## src/rtl/lms_pkg.sv

```systemverilog
// Shared types and helpers for the serial LMS adaptive filter:
// FSM state encoding, a width-parameterised saturator, a clog2 helper
// and the default data/fraction widths.
package lms_pkg;

  localparam int LMS_DW_DEFAULT   = 16;
  localparam int LMS_FRAC_DEFAULT = 12;

  typedef enum logic [2:0] {
    IDLE   = 3'd0,
    FILTER = 3'd1,
    ERR    = 3'd2,
    UPDATE = 3'd3,
    DONE   = 3'd4
  } state_e;

  // Smallest r with 2**r >= n.
  function automatic int clog2(input int n);
    int r;
    r = 0;
    while ((1 << r) < n) r++;
    return r;
  endfunction

  // Clamp v into the signed range of a w-bit quantity; the caller narrows the result.
  function automatic logic signed [63:0] sat(input logic signed [63:0] v, input int w);
    logic signed [63:0] hi;
    logic signed [63:0] lo;
    hi = (64'sd1 <<< (w - 1)) - 64'sd1;
    lo = -(64'sd1 <<< (w - 1));
    if (v > hi) return hi;
    if (v < lo) return lo;
    return v;
  endfunction

endpackage

```

## src/rtl/lms_adapt_serial_if.sv

```systemverilog
// Sample/result handshake and coefficient readback bus of the serial LMS filter.
// slave = the filter, master = whoever feeds samples and consumes results.
interface lms_adapt_serial_if
  import lms_pkg::*;
#(
  parameter int DW   = LMS_DW_DEFAULT,
  parameter int TAPS = 8
);
  localparam int AW = (clog2(TAPS) < 1) ? 1 : clog2(TAPS);

  logic                 in_valid;
  logic                 in_ready;
  logic signed [DW-1:0] x_in;
  logic signed [DW-1:0] d_in;
  logic signed [DW-1:0] mu_in;
  logic                 adapt_en;
  logic                 clear_w;
  logic                 out_valid;
  logic                 out_ready;
  logic signed [DW-1:0] y_out;
  logic signed [DW-1:0] err_out;
  logic [AW-1:0]        coef_addr;
  logic signed [DW-1:0] coef_rdata;

  modport master (
    output in_valid, x_in, d_in, mu_in, adapt_en, clear_w, out_ready, coef_addr,
    input  in_ready, out_valid, y_out, err_out, coef_rdata
  );

  modport slave (
    input  in_valid, x_in, d_in, mu_in, adapt_en, clear_w, out_ready, coef_addr,
    output in_ready, out_valid, y_out, err_out, coef_rdata
  );
endinterface

```

## src/rtl/lms_mac_sat.sv

```systemverilog
// Shared signed multiplier of the serial LMS filter. Provides the full-width
// product (for the filter accumulator) and the product shifted down by FRAC
// (floor) and saturated back to DW bits (for step-size and update products).
module lms_mac_sat
  import lms_pkg::*;
#(
  parameter int DW   = LMS_DW_DEFAULT,
  parameter int FRAC = LMS_FRAC_DEFAULT
) (
  input  logic signed [DW-1:0]   a_i,
  input  logic signed [DW-1:0]   b_i,
  output logic signed [2*DW-1:0] prod_o,
  output logic signed [DW-1:0]   prod_sat_o
);
  localparam int PW = 2 * DW;

  // One multiply, then arithmetic shift and clamp to the DW-bit range.
  always_comb begin
    prod_o     = PW'(a_i) * PW'(b_i);
    prod_sat_o = DW'(sat(64'(prod_o >>> FRAC), DW));
  end
endmodule

```

## src/rtl/lms_adapt_serial.sv

```systemverilog
// Time-multiplexed LMS adaptive FIR filter. A single multiplier (lms_mac_sat)
// is reused for TAPS filter MACs, the mu*e product and TAPS coefficient updates.
// Build option: define LMS_LEAKAGE_EN for leaky LMS (w -= w >>> LEAK_SHIFT in UPDATE).
module lms_adapt_serial
  import lms_pkg::*;
#(
  parameter int DW         = LMS_DW_DEFAULT,
  parameter int FRAC       = LMS_FRAC_DEFAULT,
  parameter int TAPS       = 8,
  parameter int LEAK_SHIFT = 8
) (
  input logic                Clk,
  input logic                Rst,
  lms_adapt_serial_if.slave  bus
);
  localparam int AW   = (clog2(TAPS) < 1) ? 1 : clog2(TAPS);
  localparam int ACCW = 2 * DW + clog2(TAPS);
  localparam int WW   = DW + 2;

  if (TAPS < 2) begin : g_bad_taps
    $error("lms_adapt_serial: TAPS must be at least 2");
  end
  if (ACCW > 64) begin : g_bad_accw
    $error("lms_adapt_serial: accumulator wider than 64 bits");
  end
  if (LEAK_SHIFT < 1 || LEAK_SHIFT >= DW) begin : g_bad_leak
    $error("lms_adapt_serial: LEAK_SHIFT must be in 1..DW-1");
  end

  state_e                 state_q, state_d;
  logic [AW-1:0]          k_q, k_d;
  logic signed [ACCW-1:0] acc_q, acc_d;
  logic signed [DW-1:0]   x_q [TAPS];
  logic signed [DW-1:0]   x_d [TAPS];
  logic signed [DW-1:0]   w_q [TAPS];
  logic signed [DW-1:0]   w_d [TAPS];
  logic signed [DW-1:0]   d_q, d_d;
  logic signed [DW-1:0]   mu_q, mu_d;
  logic                   adapt_q, adapt_d;
  logic signed [DW-1:0]   g_q, g_d;
  logic signed [DW-1:0]   y_q, y_d;
  logic signed [DW-1:0]   err_q, err_d;
  logic                   out_valid_q, out_valid_d;

  logic signed [DW-1:0]   mac_a, mac_b;
  logic signed [2*DW-1:0] mac_prod;
  logic signed [DW-1:0]   mac_sat;
  logic signed [DW-1:0]   y_val, e_val;
  logic signed [DW:0]     e_wide;
  logic signed [WW-1:0]   w_sum;
  logic signed [DW-1:0]   w_upd;
  logic                   accept, last_k, done_hs;

  lms_mac_sat #(.DW(DW), .FRAC(FRAC)) u_mac (
    .a_i        (mac_a),
    .b_i        (mac_b),
    .prod_o     (mac_prod),
    .prod_sat_o (mac_sat)
  );

  assign bus.in_ready   = (state_q == IDLE) && !bus.clear_w;
  assign bus.out_valid  = out_valid_q;
  assign bus.y_out      = y_q;
  assign bus.err_out    = err_q;
  assign bus.coef_rdata = w_q[bus.coef_addr];

  assign accept  = bus.in_valid && bus.in_ready;
  assign last_k  = (k_q == AW'(TAPS - 1));
  assign done_hs = out_valid_q && bus.out_ready;

  // Output and error terms derived from the finished accumulator (used in ERR).
  always_comb begin
    y_val  = DW'(sat(64'(acc_q >>> FRAC), DW));
    e_wide = (DW + 1)'(d_q) - (DW + 1)'(y_val);
    e_val  = DW'(sat(64'(e_wide), DW));
  end

  // New value for coefficient k from the current update product (used in UPDATE).
  always_comb begin
`ifdef LMS_LEAKAGE_EN
    w_sum = WW'(w_q[k_q]) - WW'(w_q[k_q] >>> LEAK_SHIFT) + WW'(mac_sat);
`else
    w_sum = WW'(w_q[k_q]) + WW'(mac_sat);
`endif
    w_upd = DW'(sat(64'(w_sum), DW));
  end

  // FSM next state, multiplier operand selection and datapath updates.
  always_comb begin
    state_d     = state_q;
    k_d         = k_q;
    acc_d       = acc_q;
    x_d         = x_q;
    w_d         = w_q;
    d_d         = d_q;
    mu_d        = mu_q;
    adapt_d     = adapt_q;
    g_d         = g_q;
    y_d         = y_q;
    err_d       = err_q;
    out_valid_d = 1'b0;
    mac_a       = w_q[k_q];
    mac_b       = x_q[k_q];

    case (state_q)
      IDLE: begin
        if (bus.clear_w) begin
          for (int i = 0; i < TAPS; i++) w_d[i] = '0;
        end else if (accept) begin
          for (int i = TAPS - 1; i > 0; i--) x_d[i] = x_q[i-1];
          x_d[0]  = bus.x_in;
          d_d     = bus.d_in;
          mu_d    = bus.mu_in;
          adapt_d = bus.adapt_en;
          acc_d   = '0;
          k_d     = '0;
          state_d = FILTER;
        end
      end
      FILTER: begin
        acc_d = acc_q + ACCW'(mac_prod);
        if (last_k) begin
          k_d     = '0;
          state_d = ERR;
        end else begin
          k_d = k_q + AW'(1);
        end
      end
      ERR: begin
        mac_a   = mu_q;
        mac_b   = e_val;
        y_d     = y_val;
        err_d   = e_val;
        g_d     = mac_sat;
        state_d = adapt_q ? UPDATE : DONE;
      end
      UPDATE: begin
        mac_a       = g_q;
        w_d[k_q]    = w_upd;
        if (last_k) begin
          k_d     = '0;
          state_d = DONE;
        end else begin
          k_d = k_q + AW'(1);
        end
      end
      DONE: begin
        // out_valid follows DONE by one edge and drops on the handshake.
        out_valid_d = !done_hs;
        if (done_hs) state_d = IDLE;
      end
      default: state_d = IDLE;
    endcase
  end

  // State and datapath registers; reset aborts any operation and zeroes everything.
  always_ff @(posedge Clk or posedge Rst) begin
    if (Rst) begin
      state_q     <= IDLE;
      k_q         <= '0;
      acc_q       <= '0;
      d_q         <= '0;
      mu_q        <= '0;
      adapt_q     <= 1'b0;
      g_q         <= '0;
      y_q         <= '0;
      err_q       <= '0;
      out_valid_q <= 1'b0;
      for (int i = 0; i < TAPS; i++) begin
        x_q[i] <= '0;
        w_q[i] <= '0;
      end
    end else begin
      state_q     <= state_d;
      k_q         <= k_d;
      acc_q       <= acc_d;
      d_q         <= d_d;
      mu_q        <= mu_d;
      adapt_q     <= adapt_d;
      g_q         <= g_d;
      y_q         <= y_d;
      err_q       <= err_d;
      out_valid_q <= out_valid_d;
      x_q         <= x_d;
      w_q         <= w_d;
    end
  end
endmodule

```

## src/flat_wrapper.sv

```systemverilog
// flat-port wrapper written by rule: the top's interface ports become plain ports
module lms_adapt_serial_flat import lms_pkg::*;
#(
  parameter int DW         = LMS_DW_DEFAULT,
  parameter int FRAC       = LMS_FRAC_DEFAULT,
  parameter int TAPS       = 8,
  parameter int LEAK_SHIFT = 8
)
  (Clk, Rst, bus_in_valid, bus_x_in, bus_d_in, bus_mu_in, bus_adapt_en, bus_clear_w, bus_out_ready, bus_coef_addr, bus_in_ready, bus_out_valid, bus_y_out, bus_err_out, bus_coef_rdata);
  lms_adapt_serial_if #(.DW(DW), .TAPS(TAPS)) bus_i ();
  input logic Clk;
  input logic Rst;
  input wire logic [$bits(bus_i.in_valid)-1:0] bus_in_valid;
  input wire logic [$bits(bus_i.x_in)-1:0] bus_x_in;
  input wire logic [$bits(bus_i.d_in)-1:0] bus_d_in;
  input wire logic [$bits(bus_i.mu_in)-1:0] bus_mu_in;
  input wire logic [$bits(bus_i.adapt_en)-1:0] bus_adapt_en;
  input wire logic [$bits(bus_i.clear_w)-1:0] bus_clear_w;
  input wire logic [$bits(bus_i.out_ready)-1:0] bus_out_ready;
  input wire logic [$bits(bus_i.coef_addr)-1:0] bus_coef_addr;
  output wire logic [$bits(bus_i.in_ready)-1:0] bus_in_ready;
  output wire logic [$bits(bus_i.out_valid)-1:0] bus_out_valid;
  output wire logic [$bits(bus_i.y_out)-1:0] bus_y_out;
  output wire logic [$bits(bus_i.err_out)-1:0] bus_err_out;
  output wire logic [$bits(bus_i.coef_rdata)-1:0] bus_coef_rdata;
  assign bus_i.in_valid = bus_in_valid;
  assign bus_i.x_in = bus_x_in;
  assign bus_i.d_in = bus_d_in;
  assign bus_i.mu_in = bus_mu_in;
  assign bus_i.adapt_en = bus_adapt_en;
  assign bus_i.clear_w = bus_clear_w;
  assign bus_i.out_ready = bus_out_ready;
  assign bus_i.coef_addr = bus_coef_addr;
  assign bus_in_ready = bus_i.in_ready;
  assign bus_out_valid = bus_i.out_valid;
  assign bus_y_out = bus_i.y_out;
  assign bus_err_out = bus_i.err_out;
  assign bus_coef_rdata = bus_i.coef_rdata;
  lms_adapt_serial #(.DW(DW), .FRAC(FRAC), .TAPS(TAPS), .LEAK_SHIFT(LEAK_SHIFT)) u_core (.Clk(Clk), .Rst(Rst), .bus(bus_i));
endmodule
```

## config.mk

```make
export PLATFORM = sky130hd
export DESIGN_NAME = lms_adapt_serial_flat
export DESIGN_NICKNAME = d
export VERILOG_FILES = /design/src/rtl/lms_pkg.sv /design/src/rtl/lms_adapt_serial_if.sv /design/src/rtl/lms_mac_sat.sv /design/src/rtl/lms_adapt_serial.sv /design/src/flat_wrapper.sv
export SDC_FILE = /design/constraint.sdc
export NUM_CORES = 2
export LEC_CHECK = 0
export BUFFER_PORTS_ARGS = -buffer_cell sky130_fd_sc_hd__buf_4
export CAP_MARGIN = 25
export CORE_MARGIN = 2
export CORE_UTILIZATION = 55
export CTS_CLUSTER_SIZE = 16
export DETAILED_ROUTE_END_ITERATION = 16
export PLACE_DENSITY = 0.69
export REMOVE_ABC_BUFFERS = 1
export SYNTH_ARGS = -nofsm -noshare
export SYNTH_HDL_FRONTEND = slang
export SYNTH_SLANG_ARGS = --single-unit
```

## constraint.sdc

```tcl
create_clock -name Clk -period 27.2 [get_ports Clk]
set_clock_uncertainty 0.05 [all_clocks]
set_input_delay 4.08 -clock Clk [delete_from_list [all_inputs] [get_ports Clk]]
set_output_delay 4.08 -clock Clk [all_outputs]
set_load 0.01 [all_outputs]
```

* Yosys cells after proc, flatten, opt, wreduce, memory -nomap -nowiden
Cells that the tools add are included.
** Storage, ports and cells
- Output and inout bits :: 50
- Bits in registers :: 379
- Logic and storage cells :: 131
- Bits of input ports :: 57
** Operators by class
- Multiplexer cells :: 59
- Reductions and logical operators :: 16
- Bitwise logic cells :: 3
- $mul :: 1
- $lt $le $gt $ge :: 11
- Eq/ne operators :: 11
- Add/subtract/negate cells :: 4
** Operators by type and width (count)
- 16-bit two-way mux :: 24
- 128-bit case mux with 2 select lines :: 1
- 16-bit binary-select mux with 3-bit select :: 3
- 128-bit bitwise mux :: 1
- 128-bit two-way mux :: 1
- 35-bit two-way mux :: 2
- 35-bit case mux with 2 select lines :: 1
- 16-bit demux with 3-bit select :: 1
- 35-bit by 32-bit adder with 35-bit output :: 1
- 17-bit by 16-bit greater-than comparator with 1-bit output (second input constant) :: 2
- 17-bit by 16-bit less-than comparator with 1-bit output (second input constant) :: 2
- 16-bit by 16-bit multiplier with 32-bit output :: 1
- 16-bit case mux with 2 select lines :: 1
- 3-bit two-way mux :: 9
- 23-bit by 16-bit greater-than comparator with 1-bit output (second input constant) :: 1
- 23-bit by 16-bit less-than comparator with 1-bit output (second input constant) :: 1
- 20-bit by 16-bit greater-than comparator with 1-bit output (second input constant) :: 1
- 20-bit by 16-bit less-than comparator with 1-bit output (second input constant) :: 1
- 16-bit by 16-bit adder with 17-bit output :: 1
- 16-bit by 16-bit subtractor with 17-bit output :: 1
- 3-bit case mux with 5 select lines :: 1
- 1-bit two-way mux :: 13
- 3-bit AND reduction :: 3
- 4-bit >= comparator (second input constant) :: 2
- 17 further kinds :: 30

* Depth between registers and ports, before layout
- Word-level depth :: 26
- Gate-level depth with buffers :: 63
- Mapped depth without buffers :: 56

* Cells and area by module
From an unflattened synthesis, not the netlist that was laid out.
** Unflattened totals
- Cell total of the unflattened synthesis :: 3123
- Area, all modules :: 31416.4 µm²
** Modules (own cells, without submodules)
- lms_adapt_serial :: cells an instance 1960, times used 1, seq. area each 9484.1 µm², area an instance 20975.1 µm²
- lms_mac_sat :: cells an instance 1163, times used 1, seq. area each 0.0 µm², area an instance 10441.3 µm²

* Worst setup path after synthesis
Ideal clock, no wire load.
- Path type :: reg-to-reg
- Start :: register u_core.acc_q[29]
- End :: register u_core.w_q[101] in the netlist's numbering
- Required time :: 27084 ps
- Clock period less this slack :: 12986 ps
- Path buffers :: 6
- Cell stages (with the launch flop) :: 58
- Library setup time :: 66 ps
- Arrival :: 12870 ps
- Slack :: 14214 ps
- Cell sequence :: dfrtp_1 > buf_4 > nor3_1 > a21oi_1 > clkbuf_1 > nor2_1 > nor2_1 > ha_1 > inv_1 > fa_1 > nand3_1 > nand2_1 > a211oi_1 > o311ai_2 > a32o_1 > a31oi_4 > o21ai_1 > a2bb2o_2 > [... 22 more ...] > a31o_2 > buf_2 > buf_2 > a21o_1 > fa_1 > nor2b_1 > o21ai_1 > a21boi_0 > o21ai_0 > a21boi_1 > o21bai_1 > a21boi_0 > o21ai_1 > a211oi_1 > clkbuf_1 > nand2b_1 > clkbuf_1 > a22o_1
** Between the ends
- Longest elaborated chain between the ends :: 26
- Elaborated cells between the ends (all ways) :: 38
- Those cells by class :: add/sub: 2; mul: 1; order compare: 8; mux: 27
** RTL lines
- from (decl) :: line lms_adapt_serial.sv:32 : logic signed [ACCW-1:0] acc_q, acc_d;
- from (signal assigned) :: line lms_adapt_serial.sv:161 : acc_q <= '0;
- from (signal assigned) :: line lms_adapt_serial.sv:176 : acc_q <= acc_d;
- 23-bit by 16-bit less-than comparator with 1-bit output :: line lms_pkg.sv:32 : if (v < lo) return lo;
- 1-bit two-way mux (2 in series) :: line lms_pkg.sv:32
- 16-bit two-way mux :: line lms_pkg.sv:33 : return v;
- 16-bit two-way mux * :: line lms_pkg.sv:32
- net u_core.y_val[0] :: line lms_adapt_serial.sv:48 : logic signed [DW-1:0] y_val, e_val;
- 16-bit by 16-bit subtractor with 17-bit output * :: line lms_adapt_serial.sv:74 : e_wide = (DW + 1)'(d_q) - (DW + 1)'(y_val);
- 17-bit by 16-bit less-than comparator with 1-bit output :: line lms_pkg.sv:32
- 1-bit two-way mux (2 in series) :: line lms_pkg.sv:32
- [... 8 more ...]
- 16-bit two-way mux * :: line lms_pkg.sv:32
- 16-bit by 16-bit adder with 17-bit output * :: line lms_adapt_serial.sv:83 : w_sum = WW'(w_q[k_q]) + WW'(mac_sat);
- 17-bit by 16-bit less-than comparator with 1-bit output :: line lms_pkg.sv:32
- 1-bit two-way mux (2 in series) :: line lms_pkg.sv:32
- 16-bit two-way mux :: line lms_pkg.sv:33
- 16-bit two-way mux * :: line lms_pkg.sv:32
- 128-bit bitwise mux * :: line lms_adapt_serial.sv:139 : w_d[k_q] = w_upd;
- 128-bit case mux with 2 select lines * :: line lms_adapt_serial.sv:105 : case (state_q)
- to (signal assigned) :: line lms_adapt_serial.sv:185 : w_q <= w_d;
- to (decl) :: line lms_adapt_serial.sv:35 : logic signed [DW-1:0] w_q [TAPS];
Mark *: on every way through the listed nets, which the timed path passes. The rest lies on a longest branch. The select of a mux whose other input is x is not followed.
A chain may end at the register's enable or synchronous reset.

* Worst setup path in the final report
- Start :: register u_core.acc_q[33]
- End :: register u_core.w_q[9] in the netlist's numbering
** Between the ends
- Longest elaborated chain between the ends :: 26
- Elaborated cells between the ends (all ways) :: 38
- Those cells by class :: add/sub: 2; mul: 1; order compare: 8; mux: 27
** RTL lines
- 23-bit by 16-bit less-than comparator with 1-bit output :: line lms_pkg.sv:32
- 1-bit two-way mux (2 in series) :: line lms_pkg.sv:32
- 16-bit two-way mux :: line lms_pkg.sv:33
- 16-bit two-way mux * :: line lms_pkg.sv:32
- net u_core.y_val[0] :: line lms_adapt_serial.sv:48
- 16-bit by 16-bit subtractor with 17-bit output * :: line lms_adapt_serial.sv:74
- 17-bit by 16-bit less-than comparator with 1-bit output :: line lms_pkg.sv:32
- 1-bit two-way mux (2 in series) :: line lms_pkg.sv:32
- [... 9 more ...]
- net u_core.mac_sat[0] :: line lms_adapt_serial.sv:47 : logic signed [DW-1:0] mac_sat;
- 16-bit by 16-bit adder with 17-bit output * :: line lms_adapt_serial.sv:83
- 17-bit by 16-bit less-than comparator with 1-bit output :: line lms_pkg.sv:32
- 1-bit two-way mux (2 in series) :: line lms_pkg.sv:32
- 16-bit two-way mux :: line lms_pkg.sv:33
- 16-bit two-way mux * :: line lms_pkg.sv:32
- 128-bit bitwise mux * :: line lms_adapt_serial.sv:139
- 128-bit case mux with 2 select lines * :: line lms_adapt_serial.sv:105
Marks and branches as above.

==> metrics.yaml <==
wl_per_cell_um: 22.6
hpwlAfterDp_mm: 70.6
cts.path.max_buffers: 3
yosysTopAreaCell: "dfrtp_1"
path_clk_slew_ps: 60
synth_cells: 3456
rows: 87
core_area_um2: 56200
numPortBuffers: 106
initial_core_util: 0.555
htree_levels: 2
synth_ff_type: "dfrtp_1"
cts_setup_buffers: 0
ant_nets: 0
place_ws_ps: 12170
cts_buffers: 43
antenna_found_initial: 2
status: "complete, no violations"
ys_warn_count: 0
async_flop_share: 1.00
syn2layout_area_growth_pct: 10.1
gp_congestion: 0.946
synth_area_leaders: "dfrtp_1 (30%), fa_1 (17%), nand2_1 (8.8%), ha_1 (5.8%), inv_1 (4.5%)"
hold_viol: 0
cts_resized: 0
syn_area_per_cell_um2: 9.02
seq_area_um2: 9490
slowest_stage: "fa_1"
grt-ovfl-total: 0
ys_seq_area_frac: 0.304
vias: 26200
path_class: "reg -> reg"
worstSetupStartpoint: "u_core.acc_q[33]"
hold_path_class: "reg -> reg"
grt_pass1_wl_mm: 151
post-route-min-period_ps: 15230
cts_tree: "done"
reg2reg_from: "u_core.acc_q[33]"
nets: 3952
ff2ff_setup_slack_ps: 11970
required_ps: 27690
arrival_ps: 15720
setup_tns_ps: 0
cp_max_fo: 26
slew_headroom: 0.240
finalCritPeriodShare: 0.560
crit_path_frequent_cell: "fa_1"
end_kind: "register"
dieArea_um2: 58600
grt_max_degree: 167
drv_slew: 0
die_h_um: 242
final.setup.worst_slack_ps: 11970
clkLatencyLatePin_ps: 610
r2r_end: "u_core.w_q[9]"
startpoint_type: "register"
n_fill_cell: 4853
reg2reg_depth: 53
first_global_vias: 26700
pin_count: 107
setup_viol: 0
die_x_um: 242
grt.total_usage: 0.332
synth_edf_count: 0
cts_hold_buffers: 0
synth-seq-cells: 379
crit_path_end: "u_core.w_q[9]"
clock-sinks: 379
max_freq_mhz: 65.7
routed_wl_mm: 96.8
drt_iter0_markers: 2483
cpPeakStageDelay_ps: 670
cap_violations: 0
fin_area_um2: 34300
rsz0062_at_grt: "false"
vias_per_cell: 6.13
clockRootBuffer: "clkbuf_16"
layout-drive-gt1-share: 0.107
dpl-instance-area_um2: 32700
final_core_util: 0.611
syn-cell-area_um2: 31200
firstDrtPassIters: 6
remaining_drc_errors: 0
synth_top_area_share: 0.304
multi_input_area_um2: 19600
tightest_slew_ps: 1140
synth.distinct_cells: 94
-- cells in the mapped netlist (7+ instances only) --
master,count
o211ai_1,17
a211oi_1,19
o22ai_1,52
and2_1,15
nand2b_1,33
nor2b_1,26
nor3_1,24
a21o_1,50
nor4_1,16
clkbuf_1,143
dfrtp_1,379
ha_1,144
a22oi_1,26
or2_2,9
fa_1,265
a311oi_1,11
a22o_1,110
o21a_1,26
xnor2_1,53
mux2i_1,27
a31oi_1,13
a21oi_1,118
nand4_1,26
nand3_1,35
xor2_1,29
inv_1,372
nand2_1,730
nor2_1,234
buf_1,15
buf_4,7
nor3b_1,7
mux4_2,41
and3_1,20
o21ai_0,145
o21ai_1,14
o31ai_1,19
mux2_2,26
o21bai_1,17
buf_2,18
-- routing by layer --
metal | vias up | share of wire | global-route usage
met5 | - | 0 | 0
met4 | 0 | 0.048 | 0.147
met3 | 273 | 0.088 | 0.0597
met2 | 1266 | 0.47 | 0.542
met1 | 13000 | 0.39 | 0.435
li1 | 11700 | - | -
-- per-stage QoR --
step | cells | hold WS, ps
floorplan | 3271 | 391
global placement | 4184 | 402
detailed placement | 4188 | 411
CTS | 4267 | 432
global route | 4276 | 451
finish | 4277 | 429
-- state kept, by name (all words and copies together), names as in the netlist --
| register | cells |
|---|---|
| u_core.g_q | 16 |
| u_core.x_q | 128 |
| u_core.mu_q | 16 |
| u_core.state_q | 3 |
| u_core.d_q | 16 |
| u_core.k_q | 3 |
| u_core.bus.out_valid | 1 |
| u_core.acc_q | 35 |
| u_core.adapt_q | 1 |
| u_core.bus.err_out | 16 |
| u_core.bus.y_out | 16 |
| u_core.w_q | 128 |
-- logic make-up (layout without fill, tap and decap cells) --
logic type               Yosys count  count (layout)  synth area share
AO/OA/AOI/OAI                    728             728             0.163
multiplexers                      94              94            0.0477
other                              0               1                 0
AND/OR/NAND/NOR                 1200            1200             0.163
XOR/XNOR                          82              82            0.0230
adder cells (fa/ha/maj)          416             416             0.230
buffers and inverters            557             621            0.0691
flip-flops                       379             379             0.304
-- worst min-delay path by stage --
stage                          startpoint  slack, ps  depth (start not counted)               to
after floorplan             u_core.x_q[9]        390                          2    u_core.x_q[9]
after global placement     u_core.x_q[14]        400                          2   u_core.x_q[14]
after detailed placement   u_core.mu_q[4]        410                          2   u_core.mu_q[4]
after CTS                   u_core.x_q[8]        430                          2    u_core.x_q[8]
after global routing      u_core.x_q[117]        450                          2  u_core.x_q[101]
final                     u_core.x_q[117]        430                          2  u_core.x_q[101]
-- layout by cell type, fill, tap and decap left out, drive strengths merged, types with 29 or more instances in the layout --
cell,Yosys,layout
a21o,50,50
a21oi,121,121
a22o,110,110
buf,42,170
clkbuf,143,62
dfrtp,379,379
fa,265,265
ha,144,144
inv,372,375
mux4,41,41
nand2,730,730
nand2b,33,33
nand3,35,35
nor2,235,235
o21ai,160,160
o22ai,52,52
xnor2,53,53
xor2,29,29
-- cell type report --
class / count / share of cell area
diodes: 1 / 0.0000729
clock buffers: 62 / 0.0363
clock inverters: 17 / 0.00667
inverters: 372 / 0.0409
multi-input cells: 2520 / 0.572
flip-flops and latches: 379 / 0.276
well taps: 756 / 0.0275
repair buffers: 170 / 0.0405
-- critical path: cells and delay by family, from the launching register on --
kind | cells | cell delay [ps]
AOI/OAI and AO/OA | 24 | 7130
adders and majority gates | 11 | 4820
and+or+nand+nor | 10 | 1820
buffers and inverters | 8 | 950
DFF | 1 | 430
Power is left out: the tool's default activity adds up to more than one toggle a clock period on the data nets, which glitch-free logic cannot reach.
